===== config.mk =====
export PLATFORM = sky130hd
export DESIGN_NAME = cmd_parser_flat
export DESIGN_NICKNAME = d
export VERILOG_FILES = /design/src/rtl/cmd_parser_if.sv /design/src/rtl/cmd_parser.sv /design/src/flat_wrapper.sv
export SDC_FILE = /design/constraint.sdc
export NUM_CORES = 1
export LEC_CHECK = 0
export CAP_MARGIN = 25
export CORE_AREA = 8 8 139 141
export DETAILED_ROUTE_END_ITERATION = 12
export DIE_AREA = 0 0 147 149
export MAX_ROUTING_LAYER = met4
export PLACE_DENSITY_LB_ADDON = 0.12
export SKIP_CTS_REPAIR_TIMING = 1
export SLEW_MARGIN = 0
export SYNTH_ARGS = -nofsm -noshare
export SYNTH_HDL_FRONTEND = slang
export SYNTH_SLANG_ARGS = --single-unit
export TNS_END_PERCENT = 5

===== constraint.sdc =====
create_clock -name clk -period 4.5 [get_ports clk]
set_clock_uncertainty 0.15 [all_clocks]
set_input_delay 0.45 -clock clk [delete_from_list [all_inputs] [get_ports clk]]
set_output_delay 0.45 -clock clk [all_outputs]
set_load 0.01 [all_outputs]

===== src/rtl/cmd_parser_if.sv =====
// cmd_parser_if
// Purpose: bundles the byte-receiver handshake and the register-block
//          write port of cmd_parser into one interface.
// Signals:
//   rx_data     [7:0]   received byte
//   rx_valid            one-cycle strobe, rx_data valid
//   rx_ready            parser can accept a byte this cycle
//   master_data [7:0]   payload byte to the register block
//   valid_bus   [N-1:0] one-hot write strobe, bit = frame address
//   frame_err           one-cycle pulse on frame abort
//   err_code    [1:0]   abort cause, held until the next abort
//   overrun             one-cycle pulse when a byte arrives while not ready
// Modports:
//   master - byte source / register-block side (drives rx_*, observes outputs)
//   slave  - the parser itself
interface cmd_parser_if #(
    parameter int N = 26
);
    logic [7:0]   rx_data;
    logic         rx_valid;
    logic         rx_ready;
    logic [7:0]   master_data;
    logic [N-1:0] valid_bus;
    logic         frame_err;
    logic [1:0]   err_code;
    logic         overrun;

    modport master (
        output rx_data, rx_valid,
        input  rx_ready, master_data, valid_bus, frame_err, err_code, overrun
    );

    modport slave (
        input  rx_data, rx_valid,
        output rx_ready, master_data, valid_bus, frame_err, err_code, overrun
    );
endinterface


===== src/rtl/cmd_parser.sv =====
// cmd_parser
// Purpose: decodes host command frames (SYNC 0xAA, ADDR, LEN, payload, CHK),
//          checks address range, length and XOR checksum, buffers the payload
//          and replays it one byte per cycle with a one-hot address strobe.
// Ports:
//   clk    - system clock
//   n_rst  - asynchronous active-low reset
//   bus    - cmd_parser_if.slave (byte input handshake + register-block outputs)
// Parameters:
//   N       - number of register addresses (width of valid_bus)
//   MAX_LEN - maximum payload length / buffer depth
//   TIMEOUT - idle clk cycles tolerated between bytes inside a frame
//
// state  | meaning
// -------+-----------------------------------------------------------
// IDLE   | hunting for SYNC, other bytes silently dropped
// ADDR   | waiting for address byte
// LEN    | waiting for length byte
// DATA   | collecting payload bytes into the buffer
// CHK    | waiting for checksum byte
// PLAY   | replaying buffer to register block, rx_ready low
module cmd_parser #(
    parameter int N       = 26,
    parameter int MAX_LEN = 16,
    parameter int TIMEOUT = 50000
) (
    input  logic         clk,
    input  logic         n_rst,
    cmd_parser_if.slave  bus
);

    localparam int LW = $clog2(MAX_LEN + 1);
    localparam int IW = $clog2(MAX_LEN);
    localparam int TW = $clog2(TIMEOUT + 1);

    localparam logic [7:0]    SYNC     = 8'hAA;
    localparam logic [7:0]    N_B      = 8'(N);
    localparam logic [7:0]    MAX_B    = 8'(MAX_LEN);
    localparam logic [TW-1:0] TMO_LAST = TW'(TIMEOUT - 1);

    localparam logic [1:0] E_ADDR = 2'd0;
    localparam logic [1:0] E_LEN  = 2'd1;
    localparam logic [1:0] E_CHK  = 2'd2;
    localparam logic [1:0] E_TMO  = 2'd3;

    typedef enum logic [2:0] {
        S_IDLE,
        S_ADDR,
        S_LEN,
        S_DATA,
        S_CHK,
        S_PLAY
    } state_t;

    state_t         r_state;
    logic           r_rx_ready;
    logic [7:0]     r_master_data;
    logic [N-1:0]   r_valid_bus;
    logic           r_frame_err;
    logic [1:0]     r_err_code;
    logic           r_overrun;

    logic [7:0]     r_addr;
    logic [7:0]     r_xor;
    logic [LW-1:0]  r_len;
    logic [LW-1:0]  r_cnt;
    logic [LW-1:0]  r_rd;
    logic [TW-1:0]  r_tmo;
    logic [7:0]     r_buf [MAX_LEN];

    logic           w_accept;
    logic           w_in_frame;
    logic           w_tmo_hit;
    logic [N-1:0]   w_onehot;
    logic [LW-1:0]  w_cnt_inc;
    logic [LW-1:0]  w_rd_inc;

    assign w_accept   = bus.rx_valid & r_rx_ready;
    assign w_in_frame = (r_state == S_ADDR) || (r_state == S_LEN) ||
                        (r_state == S_DATA) || (r_state == S_CHK);
    // The counter is compared before it increments, so the abort edge is the
    // one where the count would reach TIMEOUT; a byte in that cycle wins.
    assign w_tmo_hit  = w_in_frame && !w_accept && (r_tmo == TMO_LAST);
    assign w_onehot   = {{(N-1){1'b0}}, 1'b1} << r_addr;
    assign w_cnt_inc  = r_cnt + LW'(1);
    assign w_rd_inc   = r_rd + LW'(1);

    assign bus.rx_ready    = r_rx_ready;
    assign bus.master_data = r_master_data;
    assign bus.valid_bus   = r_valid_bus;
    assign bus.frame_err   = r_frame_err;
    assign bus.err_code    = r_err_code;
    assign bus.overrun     = r_overrun;

    // Payload storage has no reset: contents are only read after being written.
    always_ff @(posedge clk) begin
        if (r_state == S_DATA && w_accept) begin
            r_buf[r_cnt[IW-1:0]] <= bus.rx_data;
        end
    end

    always_ff @(posedge clk or negedge n_rst) begin
        if (!n_rst) begin
            r_state       <= S_IDLE;
            r_rx_ready    <= 1'b1;
            r_master_data <= '0;
            r_valid_bus   <= '0;
            r_frame_err   <= 1'b0;
            r_err_code    <= '0;
            r_overrun     <= 1'b0;
            r_addr        <= '0;
            r_xor         <= '0;
            r_len         <= '0;
            r_cnt         <= '0;
            r_rd          <= '0;
            r_tmo         <= '0;
        end else begin
            r_frame_err   <= 1'b0;
            r_overrun     <= bus.rx_valid & ~r_rx_ready;
            r_valid_bus   <= '0;
            r_master_data <= '0;

            if (w_accept || !w_in_frame) begin
                r_tmo <= '0;
            end else begin
                r_tmo <= r_tmo + TW'(1);
            end

            case (r_state)
                S_IDLE: begin
                    if (w_accept && bus.rx_data == SYNC) begin
                        r_state <= S_ADDR;
                    end
                end
                S_ADDR: begin
                    if (w_accept) begin
                        r_addr <= bus.rx_data;
                        r_xor  <= bus.rx_data;
                        if (bus.rx_data >= N_B) begin
                            r_state     <= S_IDLE;
                            r_frame_err <= 1'b1;
                            r_err_code  <= E_ADDR;
                        end else begin
                            r_state <= S_LEN;
                        end
                    end
                end
                S_LEN: begin
                    if (w_accept) begin
                        if (bus.rx_data == 8'd0 || bus.rx_data > MAX_B) begin
                            r_state     <= S_IDLE;
                            r_frame_err <= 1'b1;
                            r_err_code  <= E_LEN;
                        end else begin
                            r_len   <= bus.rx_data[LW-1:0];
                            r_cnt   <= '0;
                            r_xor   <= r_xor ^ bus.rx_data;
                            r_state <= S_DATA;
                        end
                    end
                end
                S_DATA: begin
                    if (w_accept) begin
                        r_cnt <= w_cnt_inc;
                        r_xor <= r_xor ^ bus.rx_data;
                        if (w_cnt_inc == r_len) begin
                            r_state <= S_CHK;
                        end
                    end
                end
                S_CHK: begin
                    if (w_accept) begin
                        if (bus.rx_data != r_xor) begin
                            r_state     <= S_IDLE;
                            r_frame_err <= 1'b1;
                            r_err_code  <= E_CHK;
                        end else begin
                            // First byte goes out on the very next cycle, so it
                            // is issued here and replay continues from index 1.
                            r_state       <= S_PLAY;
                            r_rx_ready    <= 1'b0;
                            r_valid_bus   <= w_onehot;
                            r_master_data <= r_buf[0];
                            r_rd          <= LW'(1);
                        end
                    end
                end
                S_PLAY: begin
                    if (r_rd == r_len) begin
                        r_state    <= S_IDLE;
                        r_rx_ready <= 1'b1;
                    end else begin
                        r_valid_bus   <= w_onehot;
                        r_master_data <= r_buf[r_rd[IW-1:0]];
                        r_rd          <= w_rd_inc;
                    end
                end
                default: begin
                    r_state    <= S_IDLE;
                    r_rx_ready <= 1'b1;
                end
            endcase

            if (w_tmo_hit) begin
                r_state     <= S_IDLE;
                r_frame_err <= 1'b1;
                r_err_code  <= E_TMO;
            end
        end
    end

endmodule

===== src/flat_wrapper.sv =====
// flat-port wrapper written by rule: the top's interface ports become plain ports
module cmd_parser_flat 
#(
    parameter int N       = 26,
    parameter int MAX_LEN = 16,
    parameter int TIMEOUT = 50000
)
  (clk, n_rst, bus_rx_data, bus_rx_valid, bus_rx_ready, bus_master_data, bus_valid_bus, bus_frame_err, bus_err_code, bus_overrun);
  cmd_parser_if #(.N(N)) bus_i ();
  input  logic clk;
  input  logic n_rst;
  input wire logic [$bits(bus_i.rx_data)-1:0] bus_rx_data;
  input wire logic [$bits(bus_i.rx_valid)-1:0] bus_rx_valid;
  output wire logic [$bits(bus_i.rx_ready)-1:0] bus_rx_ready;
  output wire logic [$bits(bus_i.master_data)-1:0] bus_master_data;
  output wire logic [$bits(bus_i.valid_bus)-1:0] bus_valid_bus;
  output wire logic [$bits(bus_i.frame_err)-1:0] bus_frame_err;
  output wire logic [$bits(bus_i.err_code)-1:0] bus_err_code;
  output wire logic [$bits(bus_i.overrun)-1:0] bus_overrun;
  assign bus_i.rx_data = bus_rx_data;
  assign bus_i.rx_valid = bus_rx_valid;
  assign bus_rx_ready = bus_i.rx_ready;
  assign bus_master_data = bus_i.master_data;
  assign bus_valid_bus = bus_i.valid_bus;
  assign bus_frame_err = bus_i.frame_err;
  assign bus_err_code = bus_i.err_code;
  assign bus_overrun = bus_i.overrun;
  cmd_parser #(.N(N), .MAX_LEN(MAX_LEN), .TIMEOUT(TIMEOUT)) u_core (.clk(clk), .n_rst(n_rst), .bus(bus_i));
endmodule

* Word-level counts from Yosys, hierarchy flattened
Memories as Yosys holds them, arrays and structs flattened.
Index checks and enable logic that the tools add are counted.
** Operators by class
- Add/sub/neg operators :: 3
- Order comparisons :: 2
- Equal/unequal tests :: 28
- Shifts and indexed selects :: 1
- Multiplexer cells :: 56
- Bitwise gates (word level) :: 6
- Reductions and logical operators :: 26
** Operators by type and width (count)
- $mux 26 :: 3
- $mux 8 :: 7
- $pmux 26 s2 :: 1
- $mux 5 :: 6
- $mux 3 :: 9
- $shl 1x8->26 const A :: 1
- $pmux 8 s3 :: 1
- $pmux 5 s2 :: 2
- $mux 2 :: 9
- $ne 3x1->1 const B :: 6
- $pmux 3 s6 :: 1
- $add 16x1->16 const B :: 1
- $eq 16x16->1 const B :: 1
- $mux 16 :: 1
- $pmux 8 s2 :: 1
- $reduce_and 7->1 :: 2
- $mux 1 :: 12
- $ne 3x2->1 const B :: 4
- $reduce_and 4->1 :: 3
- $add 5x1->5 const B :: 2
- $eq 5x5->1 :: 2
- $ne 2x1->1 const B :: 5
- $eq 8x8->1 const B :: 1
- $ge 8x5->1 const B :: 1
- 23 further kinds :: 40
** Storage, ports and cells
- Bits in registers :: 89
- Bits in writable memories :: 128
- Bits of input ports :: 11
- Output and inout bits :: 39
- Memories kept :: 1
** Memory list
- u_core.r_buf :: depth 16, width 8, rd ports 2, clocked after Yosys merged registers in 0, write ports 1, RTL line cmd_parser.sv:69 : logic [7:0] r_buf [MAX_LEN];

* Logic depth before layout (Yosys ltp)
- Depth after elaboration :: 8
- Mapped depth :: 7

* Least setup slack after synthesis
Ideal clock, no wire load.
- Kind :: register -> register
- Start :: reg u_core.r_rx_ready, in the netlist u_core.bus.rx_ready
- End :: mem u_core.r_buf[0][0], enable pin
- Setup time :: 383 ps
- Arrival :: 2030 ps
- Data required time :: 3967 ps
- Setup slack :: 1936 ps
- Cell stages (with the launch flop) :: 6
- Buffers on the path :: 1
- Clock period less this slack :: 2564 ps
- Cell sequence :: dfstp_2 > nand2_1 > clkbuf_1 > nor2_1 > nand2_1 > nor3_1
** Between the ends
- Cells in the longest elaborated chain, start to end :: 4
** RTL lines
- start, declared :: RTL line cmd_parser.sv:56 : logic r_rx_ready;
- start signal, assigned :: RTL line cmd_parser.sv:105 : r_rx_ready <= 1'b1;
- start signal, assigned :: RTL line cmd_parser.sv:181 : r_rx_ready <= 1'b0;
- start signal, assigned :: RTL line cmd_parser.sv:191 : r_rx_ready <= 1'b1;
- $and 1x1->1 :: RTL line cmd_parser.sv:78 : assign w_accept = bus.rx_valid & r_rx_ready;
- $logic_and 1x1->1 :: RTL line cmd_parser.sv:97 : if (r_state == S_DATA && w_accept) begin
- $mux 1 :: RTL line cmd_parser.sv:97
- $mux 1 (implied by the code) :: RTL line cmd_parser.sv:98 : r_buf[r_cnt[IW-1:0]] <= bus.rx_data;
- end, declared :: RTL line cmd_parser.sv:69
Every way passes these cells.

* Worst setup path in the final report
- Start :: reg u_core.r_state[1]
- End :: mem u_core.r_buf[9][0], enable pin
** Between the ends
- Cells in the longest elaborated chain, start to end :: 4
** RTL lines
- start, declared :: RTL line cmd_parser.sv:55 : state_t r_state;
- start signal, assigned :: RTL line cmd_parser.sv:104 : r_state <= S_IDLE;
- start signal, assigned :: RTL line cmd_parser.sv:132 : r_state <= S_ADDR;
- start signal, assigned :: RTL line cmd_parser.sv:140 : r_state <= S_IDLE;
- $eq 3x2->1 :: RTL line cmd_parser.sv:97
- $logic_and 1x1->1 :: RTL line cmd_parser.sv:97
- $mux 1 :: RTL line cmd_parser.sv:97
- $mux 1 (implied by the code) :: RTL line cmd_parser.sv:98
Every way passes these cells.

==> flow_summary.toml <==
[drt]
wl_met1_mm = 9.369
wire_per_inst_microns = 21.66
wl_met2_mm = 9.103
drtIter0Drc = 482
vias = 5381
firstDrtPassIters = 4
top_layer_used = "met4"
vias_per_cell = 5.849
drc = 0
final_antenna_net_count = 0
wl_met3_mm = 1.236
finalWirelength_mm = 19.92

[synthesis]
synth_top_area_share = 0.4140
yosysTopAreaCell = "edfxtp_1"
syn_inst = 617
synth_warnings = 0
syn_area_sq_um = 9284
async_flop_share = 0.4101
synth_ff_type = "edfxtp_1"
synthDistinctLibCells = 62
synth-edff-count = 128
seq_area_frac_synth = 0.6540
postSynthNetCount = 634
synth-seq-cells = 217
synth_area_per_cell_sq_um = 15.05
synth.area.top_cells = "edfxtp_1, dfrtp_1, mux4_2"

[cells_and_area]
final_cells = 920
layout_common_cells = "edfxtp_1, dfrtp_1, nor2_1"
final_common_cell = "edfxtp_1"
fillers = 1237
antennaDiodeCount = 0
area_delta_synth_final_pct = 16.29
drive_above_1_share = 0.1626
finish.net_count = 697

[placement]
hpwl_mm = 13.06
port_buffers = 49
dp.cells = 879
gp_congestion = 0.7960

[timing]
fmax_mhz = 325.7
hold_viol = 0
finalCritPeriodShare = 0.6823
tightest_slew_ns = 0.9976
finalSetupTns_ns = 0
maxSlewHeadroom = 0.3328
period_minus_slack_ns = 3.070
slew_violations = 0
setup_viol = 0
rsz0062_at_grt = "no"

[clocking]
numCtsBuffers = 23
clkSlewWorstSetupHoldPaths_ns = 0.06
cts_tree = "yes"
clock_latency_ns = 0.52
cts.path.max_buffers = 3
cts.sinks = 217
cts-htree-levels = 1
ctsRootBufferMaster = "clkbuf_16"

[setup_path]
crit_family = "simple AND/OR/NAND/NOR gates"
cp_cell_sequence = "nor2b_1 -> buf_4 -> nand2_1 -> nor2_1 -> nand2_1 -> nor2_1"
r2r_start = "u_core.r_state[1]$_DFFE_PN0P_"
crit_path_max_incr_delay_ns = 0.70
crit_path_end_kind = "flop"
critical_path_class = "flop to flop"
r2r_cells = 6
crit_required_ns = 4.49
critPathMaxFanout = 15
r2r-end = "u_core.r_buf[9][0]$_DFFE_PP_"
startpoint_type = "flop"
crit_buf_inv = 1
worstPathArrival_ns = 3.06
reg2reg_slack_ns = 1.43
crit_cells = 6
crit_slowest_cell = "nor2_1"

[global_route]
antenna_found_initial = 0
grt-ovfl-total = 0
grt_pass1_wl_mm = 31.60
track_usage = 0.1912
grt_pass1_vias = 5483
grt_max_degree = 51

[die]
rows = 48
num_io_pins = 50
dieArea_sq_um = 21900
fp.dieW_microns = 147
die_h_microns = 149
start_util = 0.5443
core_area_sq_um = 17060

[power_and_ir_drop]
cell_internal_pwr_uw = 3448
p_switching_uw = 1116
p_per_area_nw_per_um2 = 422.7
finalPower_uw = 4564
p_clk_frac = 0.392
power.leakage_uw = 0.003942
sw_frac_of_total = 0.2446
comb_power_share = 0.102
irDropWorstVdd_v = 0.0003024
power.share.sequential = 0.506

[hold_path]
hp-class = "primary input to asynchronous set/reset pin"

[run]
drv_cap = 0

[run_status]
status = "completed"
-- cell usage after synthesis (3+ instances only) --
| library cell | number |
|---|---|
| xor2_1 | 16 |
| o211ai_1 | 5 |
| nor3b_1 | 8 |
| buf_2 | 8 |
| mux2_2 | 11 |
| o21ai_0 | 13 |
| nor2_1 | 64 |
| xnor2_1 | 18 |
| nand2_1 | 37 |
| a211oi_1 | 4 |
| edfxtp_1 | 128 |
| or3_1 | 7 |
| buf_6 | 4 |
| buf_1 | 3 |
| mux4_2 | 29 |
| nand4_1 | 5 |
| inv_1 | 10 |
| a22o_1 | 10 |
| ha_1 | 6 |
| clkbuf_1 | 18 |
| nand3b_1 | 4 |
| mux4_1 | 11 |
| nand2b_1 | 4 |
| a21oi_1 | 14 |
| a2bb2oi_1 | 6 |
| nand3_1 | 13 |
| and3_1 | 3 |
| mux2i_1 | 10 |
| a31oi_1 | 3 |
| nor4_1 | 3 |
| nor3_1 | 13 |
| dfrtp_1 | 88 |
-- worst reg2reg max path: cells and delay by family, from the launching register on --
family                 cells  cell delay (ns)
and+or+nand+nor            5             1.69
DFF                        1             0.64
buffers and inverters      1             0.21
-- power by group through the flow --
stage / clock network, uW / logic (uW) / registers (uW)
global route: 1900 / 518 / 2330
floorplan: 0 / 378 / 2280
CTS: 1830 / 470 / 2310
global placement: 0 / 456 / 2340
detailed placement: 0 / 466 / 2350
finish: 1790 / 467 / 2310
-- cell type report --
type	instances	area [sq um]	share of cell area
tap	225	281.5	0.02607
sequential	217	6073	0.5625
inverter	10	37.54	0.003477
multi-input combinational	357	3010	0.2788
clock buffer	30	631.9	0.05852
clock inverter	10	86.33	0.007996
timing repair buffer	71	675.6	0.06258
-- through the flow --
stage                       util  hold slack (ns)  cell area (sq um)  setup WS [ns]
after global placement    0.5887           0.3155              10040          1.185
after CTS                 0.6324          -0.2286              10790          1.367
final                     0.6330           0.3124              10800          1.430
after detailed placement  0.5903           0.3154              10070          1.052
after global routing      0.6330           0.3511              10800          1.182
after floorplan                -         0.004409               9284          1.936
-- worst max path at each step --
stage | startpoint | endpoint | slack, ns
4_1_cts | u_core.r_state[1]$_DFFE_PN0P_ | u_core.r_buf[9][0]$_DFFE_PP_ | 1.37
3_3_place_gp | bus_rx_data[3] | u_core.r_rd[0]$_DFFE_PN0P_ | 1.19
2_1_floorplan | u_core.bus.rx_ready$_DFFE_PN1P_ | u_core.r_buf[0][0]$_DFFE_PP_ | 1.94
5_1_grt | u_core.r_state[1]$_DFFE_PN0P_ | u_core.r_buf[9][4]$_DFFE_PP_ | 1.18
6_report | u_core.r_state[1]$_DFFE_PN0P_ | u_core.r_buf[9][0]$_DFFE_PP_ | 1.43
3_5_place_dp | bus_rx_data[3] | u_core.bus.valid_bus[4]$_DFF_PN0_ | 1.05
-- routing by layer --
| layer | vias up | GRT usage |
|---|---|---|
| met5 | - | - |
| met4 | 0 | 0.04437 |
| met3 | 16 | 0.03610 |
| met2 | 158 | 0.2834 |
| met1 | 2746 | 0.2713 |
| li1 | 2461 | - |
-- state kept, by name (all words and copies together) (netlist names) --
register / flops
u_core.r_tmo: 16
u_core.bus.valid_bus: 26
u_core.bus.master_data: 8
u_core.r_addr: 8
u_core.bus.err_code: 2
u_core.bus.frame_err: 1
u_core.bus.rx_ready: 1
u_core.r_cnt: 5
u_core.r_len: 5
u_core.r_buf: 128
u_core.r_xor: 8
u_core.r_rd: 5
u_core.r_state: 3
u_core.bus.overrun: 1
-- logic make-up after synthesis --
kind of cell | Yosys count | synth area share
XOR/XNOR | 35 | 0.03383
adder cells (fa/ha/maj) | 6 | 0.008086
multiplexers | 61 | 0.1256
buffers and inverters | 43 | 0.02170
flip-flops | 217 | 0.6540
AND/OR/NAND/NOR | 181 | 0.09852
AO/OA/AOI/OAI | 74 | 0.05822
Power figures use the tool's default switching activity.
